[config.mk]
export PLATFORM = sky130hd
export DESIGN_NAME = req_encoder_8_3
export DESIGN_NICKNAME = d
export VERILOG_FILES = /design/src/rtl/req_encoder_8_3.sv
export SDC_FILE = /design/constraint.sdc
export NUM_CORES = 1
export LEC_CHECK = 0
export CORE_ASPECT_RATIO = 0.9
export CORE_MARGIN = 2
export CORE_UTILIZATION = 44
export DETAILED_ROUTE_END_ITERATION = 16
export PLACE_DENSITY = 0.8
export SLEW_MARGIN = 10
export SYNTH_ARGS = -nofsm -noshare
export SYNTH_HDL_FRONTEND = slang
export SYNTH_SLANG_ARGS = --single-unit
[constraint.sdc]
create_clock -name clk -period 2.6 [get_ports clk]
set_input_delay 0.65 -clock clk [delete_from_list [all_inputs] [get_ports clk]]
set_output_delay 0.65 -clock clk [all_outputs]
set_load 0.1 [all_outputs]
[src/rtl/req_encoder_8_3.sv]
// req_encoder_8_3: captures request lines into a sticky pending set and streams
// the lowest-numbered one at a time as a binary index over valid/ready.
module req_encoder_8_3 #(
    parameter int N = 8,
    parameter int W = 3
) (
    input  logic         clk,
    input  logic         rst_n,
    input  logic [N-1:0] req,
    output logic         out_valid,
    input  logic         out_ready,
    output logic [W-1:0] out_index,
    output logic [N-1:0] pending,
    output logic         overflow,
    input  logic         ovf_clr
);
    logic [N-1:0] cand, low, pend_nxt;
    logic [W-1:0] low_idx;
    logic         slot_free, load, ovf_hit;

    always_comb begin
        cand = pending | req;
        // two's-complement trick isolates the lowest set bit of the candidate set
        low = cand & (~cand + N'(1));
        low_idx = '0;
        for (int i = N - 1; i >= 0; i--)
            if (cand[i]) low_idx = W'(i);
        slot_free = !out_valid || out_ready;
        load = slot_free && (|cand);
        pend_nxt = load ? (cand & ~low) : cand;
        ovf_hit = |(req & pending & ~(load ? low : '0));
    end

    always_ff @(posedge clk or negedge rst_n) begin
        if (!rst_n) begin
            pending   <= '0;
            out_valid <= 1'b0;
            out_index <= '0;
            overflow  <= 1'b0;
        end else begin
            pending  <= pend_nxt;
            overflow <= ovf_hit || (overflow && !ovf_clr);
            if (slot_free) begin
                out_valid <= load;
                if (load) out_index <= low_idx;
            end
        end
    end
endmodule

# After elaboration in Yosys (flattened, before gate mapping)
# Index checks and enable logic that the tools add are counted.
# totals
ff_bits	13
inputBits	12
mem_bits_rw	0
wordCells	32
rom_bits	0
out_inout_bits	13
latch_bits	0
mem_count	0
# op_classes
mul	0
n_shift	0
magnitude_cmp	0
bitwise	8
div	0
eq_ne	0
reduce_logical	9
n_addsub	1
mux	10
# ops
op	n
$and A8 B8 Y8	4
$mux W3	8
$not A8 Y8	3
$mux W8	2
$reduce_or A8 Y1	2
$add A8 B1 Y8 const B	1
$or A8 B8 Y8	1
$logic_and A1 B1 Y1	2
$logic_not A1 Y1	2
$logic_or A1 B1 Y1	2
$reduce_and A2 Y1	1

# Logic depth before layout (Yosys ltp)
# Gate-level depths: netlist of the first run.
# logic_depth
depth_word	9
depth_mapped	6
mapped_depth_nobuf	5

# Worst setup path before layout of the first run
# Ideal clock, no wire load.
# synth_timing
path_kind	register to register
from	reg pending[1]
to	reg overflow
period_less_slack_ns	2.196
stages_incl_launch_ff	6
setup_slack_ns	0.404
arrival_time_ns	2.059
required_ns	2.464
setup_ns	0.136
n_path_buf	0
cell_sequence	dfrtp_1 -> or4_4 -> nor3_4 -> nand2_2 -> a32oi_1 -> nand4_1
# synth_between
elab_chain_cells	9
word_cells_on_any_way	12
classes_between	add/sub (1); mux (1); bitwise (6); reduce/logical (4)
# synth_lines
element	line_no	rtl
from (decl)	13	output logic [N-1:0] pending,
from (signal assigned)	41	pending <= pend_nxt;
$or A8 B8 Y8	22	cand = pending | req;
$not A8 Y8	24	low = cand & (~cand + N'(1));
$add A8 B1 Y8	24	
$and A8 B8 Y8	24	
$mux W8	31	ovf_hit = |(req & pending & ~(load ? low : '0));
$not A8 Y8	31	
$and A8 B8 Y8 (*)	31	
$reduce_or A8 Y1 (*)	31	
$logic_or A1 B1 Y1 (*)	42	overflow <= ovf_hit || (overflow && !ovf_clr);
to (signal assigned)	42	
to (decl)	14	output logic overflow,
# Every way passes the cells marked *; elsewhere a longest branch is shown, timed or not.
# A chain may end at the register's enable or synchronous reset.

# Worst setup path after layout of the first run
# layout_timing
from	in req[2]
to	reg overflow
# layout_between
elab_chain_cells	9
word_cells_on_any_way	12
classes_between	add/sub (1); mux (1); bitwise (6); reduce/logical (4)
# layout_lines
element	line_no	rtl
from (decl)	9	input logic [N-1:0] req,
$or A8 B8 Y8	22	
$not A8 Y8	24	
$add A8 B1 Y8	24	
$and A8 B8 Y8	24	
$mux W8	31	
$not A8 Y8	31	
$and A8 B8 Y8 (*)	31	
$reduce_or A8 Y1 (*)	31	
$logic_or A1 B1 Y1 (*)	42	
# Marked as above.

==> flow_metrics.tcl, run 1 <==
set metrics [dict create \
    clk_path_buf_depth 2 \
    ys_warn_count 0 \
    critPathLaunch "req[2]" \
    worstReg2RegEnd "overflow$_DFF_PN0_" \
    diodes 0 \
    cts-root-buf "clkbuf_4" \
    synth_area_um2 649.4 \
    cp.arrival_ps 2360 \
    layout_common_cells "buf_4, nor2_1, dfrtp_1, clkdlybuf4s50_1, a21oi_1" \
    cp_top_family "simple AND/OR/NAND/NOR gates" \
    port_buffers 24 \
    drcViolationCount 0 \
    pre_cts_slack_ps 112.2 \
    via_count 634 \
    synthCells 68 \
    grt_pass1_vias 571 \
    die_area_um2 1800 \
    cts_num_sinks 13 \
    finalMaxSlewViolations 0 \
    setup_ws_ps 389.3 \
    drive_gt1_share_pct 23.71 \
    timing.fmax_mhz 452.3 \
    hold_viol 0 \
    crit_chain "clkdlybuf4s50_1 -> or4_4 -> nor3_4 -> nand2_2 -> a32oi_1 -> nand4_1" \
    syn-num-nets 80 \
    p_leak_nw 0.3595 \
    grt_max_degree 14 \
    setup_viol 0 \
    die_w_um 44.50 \
    clk_latency_ps 270 \
    worstHoldEndpoint "out_index[0]$_DFFE_PN0P_" \
    rsz0062_at_grt "no" \
    dpl_cell_area_um2 887.1 \
    powerDensity_nw_per_um2 504.8 \
    antenna_found_initial 0 \
    fin_crit_ps 2211 \
    irDropWorstVdd_uv 397.6 \
    start_util_pct 45.89 \
    syn_area_per_cell_um2 9.550 \
    start_kind "input port" \
    synth_top_area_share_pct 50.10 \
    async_flop_share_pct 100.0 \
    yosys-top-cells-area "dfrtp_1, nor2_1, a21oi_1" \
    holdCritStartpoint "out_index[0]$_DFFE_PN0P_" \
    hp-class "flop to flop" \
    worstPathMaxFanout 5 \
    clk_pin_slew_ps 80 \
    required_ps 2750 \
    crit_buf_inv 1 \
    fin_setup_tns_ps 0 \
    min_path_cells 1 \
    grt_usage_pct 19.28 \
    dp_hpwl_um 1157 \
    hold_buffers 0 \
    grt_pass1_wl_um 2408 \
    finClkSkew_ps 2.512 \
    num_io_pins 25 \
    cap_violations 0 \
    synth_edf_count 0 \
    crit_path_end_kind "flop" \
    drt-pass1-iter-count 4 \
    outcome "finished clean" \
    r2r_slack_ps 770 \
    nNetsFinal 110 \
    rows 13 \
    rr_startpoint "pending[1]$_DFF_PN0_" \
    totalPowerFinal_uw 461.0 \
    layout_commonest_cell "buf_4" \
    wl_per_cell_um 13.27 \
    syn2layout_area_growth_pct 40.66 \
    ys_ff_latch 13 \
    worst_slew_pin_slew_ps 584.0 \
    post_cts.repair.setup_buffers 0 \
    ctsResizeCount 0 \
    synth_cell_types 25 \
    synth_ff_type "dfrtp_1" \
    cts_tree "yes" \
    worstSetupPathDepth 6 \
    dr.first_iter.drc_count 12 \
    relSlewSlack_pct 60.99 \
    post-route-period-util_pct 85.03 \
    slowest_delay_ps 570 \
    yosysTopAreaCell "dfrtp_1" \
    gr-total-overflow 0 \
    reg2reg_depth 5 \
    final_cell_area_um2 913.4 \
    ant_nets 0 \
    numCtsBuffers 3 \
    cts_max_level 1 \
    fp.coreArea_um2 1415 \
    critPathKind "input port to flop" \
    die_y_um 40.45 \
    cp_slowest_cell "or4_4" \
    drt-total-wl_um 1486 \
    postLayoutCoreUtil_pct 64.54 \
    yosysSeqAreaShare_pct 50.10 \
    gp_congestion 0.8263 \
    vias_per_cell 5.661 \
]
flip-flops by register name (all words and copies together) (netlist names):
register   flops
out_valid      1
overflow       1
out_index      3
pending        8
report_power, final:
group	switching, mW	internal, mW
clock	0.0663	0.0595
combinational	0.0826	0.0363
sequential	0.00689	0.209
Yosys cell counts, drive strengths merged (2+ instances only):
| master | count |
|---|---|
| nand2 | 6 |
| o21ai | 2 |
| o31ai | 2 |
| nor3 | 2 |
| o21a | 2 |
| dfrtp | 13 |
| a31oi | 3 |
| or4 | 2 |
| nor4 | 2 |
| a21oi | 6 |
| nand4 | 2 |
| a32oi | 2 |
| nor2 | 14 |
worst register-to-register path, delay by kind of cell, from the launching register on:
| family | cells | cell delay [ps] |
|---|---|---|
| AOI/OAI and AO/OA | 1 | 210 |
| DFF | 1 | 440 |
| and+or+nand+nor | 4 | 1060 |
stage by stage:
stage,hold slack [ps],instances
final,522.2,112
after global routing,544.2,112
after CTS,526.6,112
after detailed placement,500.3,108
after global placement,497.9,108
after floorplan,354.4,68
area by class of cell:
cell class                 count  area [um2]
inverter                       1       3.754
tap                           15       18.77
timing repair buffer          26       222.7
sequential                    13       325.3
multi-input combinational     53       316.6
fill                         129       501.7
clock buffer                   4       26.28
worst max path at each step:
stage | endpoint
detailed placement | overflow$_DFF_PN0_
CTS | overflow$_DFF_PN0_
finish | overflow$_DFF_PN0_
floorplan | overflow$_DFF_PN0_
global route | overflow$_DFF_PN0_
global placement | overflow$_DFF_PN0_
cells by family (layout without fill, tap and decap cells):
| kind of cell | count (synthesis) | count (layout) | synth area share (%) |
|---|---|---|---|
| and+or+nand+nor | 31 | 31 | 25.44 |
| AOI/OAI and AO/OA | 21 | 21 | 21.58 |
| DFF | 13 | 13 | 50.10 |
| buffers and inverters | 2 | 31 | 1.155 |
| muxes | 1 | 1 | 1.734 |
per-layer routing:
metal | global-route usage, % | vias up | share of wire (%)
li1 | - | 315 | -
met1 | 25.41 | 288 | 48
met2 | 30.07 | 26 | 43
met3 | 2.703 | 5 | 6.7
met4 | 12.12 | 0 | 2.1
met5 | 0 | - | 0
Note: power is estimated with default switching activity, not from simulation.
==> inputs of run 2 (changes only) <==
--- a/config.mk
+++ b/config.mk
@@ -9,6 +9,7 @@
 export CORE_MARGIN = 2
 export CORE_UTILIZATION = 44
 export DETAILED_ROUTE_END_ITERATION = 16
+export MAX_ROUTING_LAYER = met4
 export PLACE_DENSITY = 0.8
 export SLEW_MARGIN = 10
 export SYNTH_ARGS = -nofsm -noshare
==> constraint.sdc (replaced) <==
create_clock -name clk -period 2.6 [get_ports clk]
set_input_delay 0.26 -clock clk [delete_from_list [all_inputs] [get_ports clk]]
set_output_delay 0.26 -clock clk [all_outputs]
set_load 0.1 [all_outputs]
==> run 2 against run 1 <==
- critical path depth stayed put
- register-to-register slack worse by 20 ps
- global-route usage is 2.2 points higher
- first-iteration DRC count is 8.3% higher
- largest power group unchanged
- clock skew hardly changed
==> flow_metrics.tcl, run 2 (synthesis results as in run 1) <==
set metrics [dict create \
    cts_tree "yes" \
    irDropWorstVdd_uv 426.6 \
    die_w_um 44.50 \
    powerDensity_nw_per_um2 511.0 \
    grt_usage_pct 21.47 \
    die_area_um2 1800 \
    pwr-share-clk_pct 27.7 \
    timing.fmax_mhz 539.4 \
    p_leak_nw 0.3547 \
    drt-total-wl_um 1573 \
    dr.first_iter.drc_count 13 \
    finClkSkew_ps 2.276 \
    switching_share_pct 34.21 \
    dpl.cell_count 107 \
    p_int_uw 304.5 \
    cts-root-buf "clkbuf_4" \
    worst_slew_pin_slew_ps 576.6 \
    numCtsBuffers 3 \
    drcViolationCount 0 \
    start_util_pct 45.89 \
    gr-total-overflow 0 \
    dpl_cell_area_um2 879.6 \
    grt_pass1_vias 581 \
    top_regs "pending: 8 flops, out_index: 3 flops" \
    wl_per_cell_um 14.17 \
    layout.cells.non_filler 111 \
    switchingPower_uw 158.4 \
    finalMaxSlewViolations 0 \
    clk_latency_ps 280 \
    grt_pass1_wl_um 2518 \
    hold_viol 0 \
    cap_violations 0 \
    post-route-period-util_pct 71.30 \
    rows 13 \
    hold_buffers 0 \
    fp.coreArea_um2 1415 \
    setup_viol 0 \
    cp.arrival_ps 2010 \
    final_cell_area_um2 905.9 \
    die_y_um 40.45 \
    vias_per_cell 5.937 \
    port_buffers 24 \
    antenna_found_initial 0 \
    critPathKind "input port to flop" \
    largest_register_ffs 8 \
    required_ps 2760 \
    start_kind "input port" \
    clk_pin_slew_ps 80 \
    ctsResizeCount 0 \
    worstPathMaxFanout 5 \
    cts_max_level 1 \
    rsz0062_at_grt "no" \
    num_io_pins 25 \
    nNetsFinal 109 \
    syn2layout_area_growth_pct 39.50 \
    regMostFlops "pending" \
    outcome "finished clean" \
    p_comb_share_pct 25.6 \
    layout_common_cells "nor2_1, buf_4, dfrtp_1, clkdlybuf4s50_1, a21oi_1" \
    cts_num_sinks 13 \
    diodes 0 \
    fin_setup_tns_ps 0 \
    drt-pass1-iter-count 4 \
    post_cts.repair.setup_buffers 0 \
    relSlewSlack_pct 61.48 \
    grt_max_degree 14 \
    postLayoutCoreUtil_pct 64.01 \
    gp_congestion 0.8313 \
    ant_nets 0 \
    drive_gt1_share_pct 22.92 \
    seqPwrFrac_pct 46.7 \
    dp_hpwl_um 1197 \
    hp-class "input port to asynchronous set/reset pin" \
    clk_path_buf_depth 2 \
    via_count 659 \
    fin_crit_ps 1854 \
    crit_path_end_kind "flop" \
]
[run 2: path summary, 6_finish.rpt]
check                                              start                  endpoint  slack [ps]  cells after the start
worst max-delay path                              req[1]        overflow$_DFF_PN0_         750                      6
worst min register to register  out_index[2]$_DFFE_PN0P_  out_index[2]$_DFFE_PN0P_         500                      1
worst min-delay path                               rst_n      pending[7]$_DFF_PN0_         330                      1
worst max register to register      pending[1]$_DFF_PN0_        overflow$_DFF_PN0_         750                      5
min in group clk                out_index[2]$_DFFE_PN0P_  out_index[2]$_DFFE_PN0P_         500                      1
max in group asynchronous                          rst_n      pending[1]$_DFF_PN0_        1900                      1
[run 2: per-layer routing]
metal | global-route usage, % | routed length [um]
met5 | - | 0
met3 | 2.703 | 93
met2 | 31.16 | 688
met1 | 27.62 | 741
met4 | 15.91 | 49
[run 2: cell type report]
type	instances	area, um2
inverter	1	3.754
multi-input combinational	53	316.6
sequential	13	325.3
clock buffer	4	26.28
fill	126	509.2
timing repair buffer	25	215.2
tap	15	18.77
[run 2: worst max-delay path: stages]
cell,delay (ps)
clkdlybuf4s50_1,480
or4_4,580
nor3_4,290
nand2_2,90
a32oi_1,210
nand4_1,110
[run 2: power by group through the flow]
stage	Clock, mW	Combinational [mW]	Sequential [mW]
floorplan	0	0.0212	0.275
global placement	0	0.118	0.220
detailed placement	0	0.118	0.220
CTS	0.134	0.119	0.216
global route	0.138	0.125	0.218
finish	0.128	0.118	0.216
[run 2: metrics by stage]
step	setup slack, ps	power, mW	hold slack, ps
6_report	746.2	0.4629	331.6
2_1_floorplan	404.2	0.2959	-35.59
4_1_cts	767.4	0.4687	350.9
5_1_grt	653.7	0.4807	396.9
3_3_place_gp	477.6	0.3379	495.8
3_5_place_dp	474.7	0.3384	485.3
==> inputs of run 3 (changes only) <==
--- a/config.mk
+++ b/config.mk
@@ -7,10 +7,10 @@
 export LEC_CHECK = 0
 export CORE_ASPECT_RATIO = 0.9
 export CORE_MARGIN = 2
-export CORE_UTILIZATION = 44
+export CORE_UTILIZATION = 41
 export DETAILED_ROUTE_END_ITERATION = 16
 export MAX_ROUTING_LAYER = met4
-export PLACE_DENSITY = 0.8
+export PLACE_DENSITY = 0.76
 export SLEW_MARGIN = 10
 export SYNTH_ARGS = -nofsm -noshare
 export SYNTH_HDL_FRONTEND = slang
==> constraint.sdc (replaced) <==
create_clock -name clk -period 1.9 [get_ports clk]
set_input_delay 0.19 -clock clk [delete_from_list [all_inputs] [get_ports clk]]
set_output_delay 0.19 -clock clk [all_outputs]
set_load 0.1 [all_outputs]
==> run 3 against run 2 <==
- sequential power is 38% higher
- register-to-register slack worse by 680 ps
- first-iteration DRC count grew to 3.2 times the previous value
- power is 39% higher
- sequential cell count stayed put
- global-route usage is 2.2 points lower
- clock-buffer cell count stayed put
- wire length is 13% higher
- core utilization is 4.6 points higher
- final area is 11% higher
- critical path type is now flop to flop
- largest cell class unchanged
==> flow_metrics.tcl, run 3 (synthesis results as in run 1) <==
set metrics [dict create \
    nNetsFinal 119 \
    crit_chain "or4_4 -> nor3_4 -> nand2_2 -> a32oi_1 -> nand4_1" \
    relSlewSlack_pct 59.05 \
    critPathKind "flop to flop" \
    ant_nets 0 \
    numCtsBuffers 3 \
    grt_usage_pct 19.25 \
    wl_per_cell_um 14.66 \
    cp_slowest_cell "or4_4" \
    die_w_um 45.95 \
    cts_tree "yes" \
    final_cell_area_um2 1005 \
    vias_per_cell 5.678 \
    hold_viol 0 \
    via_count 687 \
    start_util_pct 44.36 \
    port_buffers 24 \
    largest_register_ffs 8 \
    slowest_delay_ps 530 \
    post_cts.repair.setup_buffers 0 \
    ctsResizeCount 0 \
    num_io_pins 25 \
    clk_path_buf_depth 2 \
    cts_max_level 1 \
    irDropWorstVdd_uv 504.5 \
    dp_hpwl_um 1379 \
    drt-pass1-iter-count 4 \
    dpl_cell_area_um2 978.4 \
    p_leak_nw 0.4011 \
    cap_violations 0 \
    setup_viol 0 \
    diodes 0 \
    crit_path_end_kind "flop" \
    post-route-period-util_pct 96.25 \
    cp.arrival_ps 1980 \
    regMostFlops "pending" \
    layout.cells.non_filler 121 \
    hold_buffers 0 \
    start_kind "flop" \
    powerDensity_nw_per_um2 640.5 \
    outcome "finished clean" \
    cts_num_sinks 13 \
    die_area_um2 1919 \
    cp_top_family "simple AND/OR/NAND/NOR gates" \
    cts-root-buf "clkbuf_4" \
    rows 13 \
    syn2layout_area_growth_pct 54.72 \
    grt_pass1_wl_um 2663 \
    worstPathMaxFanout 5 \
    gp_congestion 0.8120 \
    hp-class "input port to asynchronous set/reset pin" \
    fp.coreArea_um2 1464 \
    holdWs_ps 294.6 \
    rsz0062_at_grt "no" \
    grt_pass1_vias 630 \
    drcViolationCount 0 \
    grt_max_degree 14 \
    antenna_found_initial 0 \
    dr.first_iter.drc_count 41 \
    layout_commonest_cell "buf_4" \
    drive_gt1_share_pct 38.68 \
    finalMaxSlewViolations 0 \
    die_y_um 41.76 \
    required_ps 2050 \
    worst_slew_pin_slew_ps 612.4 \
    timing.fmax_mhz 546.8 \
    fin_crit_ps 1829 \
    top_regs "pending: 8 flops, out_index: 3 flops" \
    fin_setup_tns_ps 0 \
    finClkSkew_ps 3.567 \
    layout_common_cells "buf_4, nor2_1, clkdlybuf4s50_1, a21oi_1" \
    clk_pin_slew_ps 80 \
    drt-total-wl_um 1774 \
    clk_latency_ps 280 \
    crit_buf_inv 0 \
    dpl.cell_count 117 \
    gr-total-overflow 0 \
]
[run 3: path summary, 6_finish.rpt]
path,depth (start not counted),startpoint,to,slack (ps)
min,1,rst_n,pending[0]$_DFF_PN0_,290
min reg2reg,1,out_index[2]$_DFFE_PN0P_,out_index[2]$_DFFE_PN0P_,510
max,5,pending[0]$_DFF_PN0_,overflow$_DFF_PN0_,70
max reg2reg,5,pending[0]$_DFF_PN0_,overflow$_DFF_PN0_,70
max in group asynchronous,1,rst_n,pending[1]$_DFF_PN0_,1150
min in group clk,1,out_index[2]$_DFFE_PN0P_,out_index[2]$_DFFE_PN0P_,510
[run 3: where the power goes]
| part | internal, mW | switching, mW |
|---|---|---|
| clock network | 0.0814 | 0.0894 |
| logic | 0.0564 | 0.118 |
| registers | 0.289 | 0.00924 |
| total | 0.427 | 0.216 |
[run 3: layer usage]
layer / up-vias / GRT usage (%) / share of wire, %
li1: 332 / - / -
met1: 330 / 25.69 / 47
met2: 23 / 29.44 / 47
met3: 2 / 3.913 / 5.5
met4: 0 / 5.143 / 0.96
met5: - / - / 0
[run 3: final cells by class]
cell class | instances | area (um2)
repair buffers | 35 | 290.3
clock buffers | 4 | 26.28
fillers | 120 | 459.2
inverters | 1 | 3.754
flip-flops and latches | 13 | 342.8
well taps | 15 | 18.77
multi-input cells | 53 | 322.8
[run 3: through the flow]
| step | utilization [%] | setup WS (ps) | total power, mW |
|---|---|---|---|
| 5_1_grt | 68.63 | 9.424 | 0.6694 |
| 3_3_place_gp | 66.84 | -100.9 | 0.4756 |
| 2_1_floorplan | - | -7.354 | 0.4085 |
| 3_5_place_dp | 66.84 | -109.7 | 0.4777 |
| 6_report | 68.63 | 71.17 | 0.6435 |
| 4_1_cts | 68.63 | 68.52 | 0.6456 |
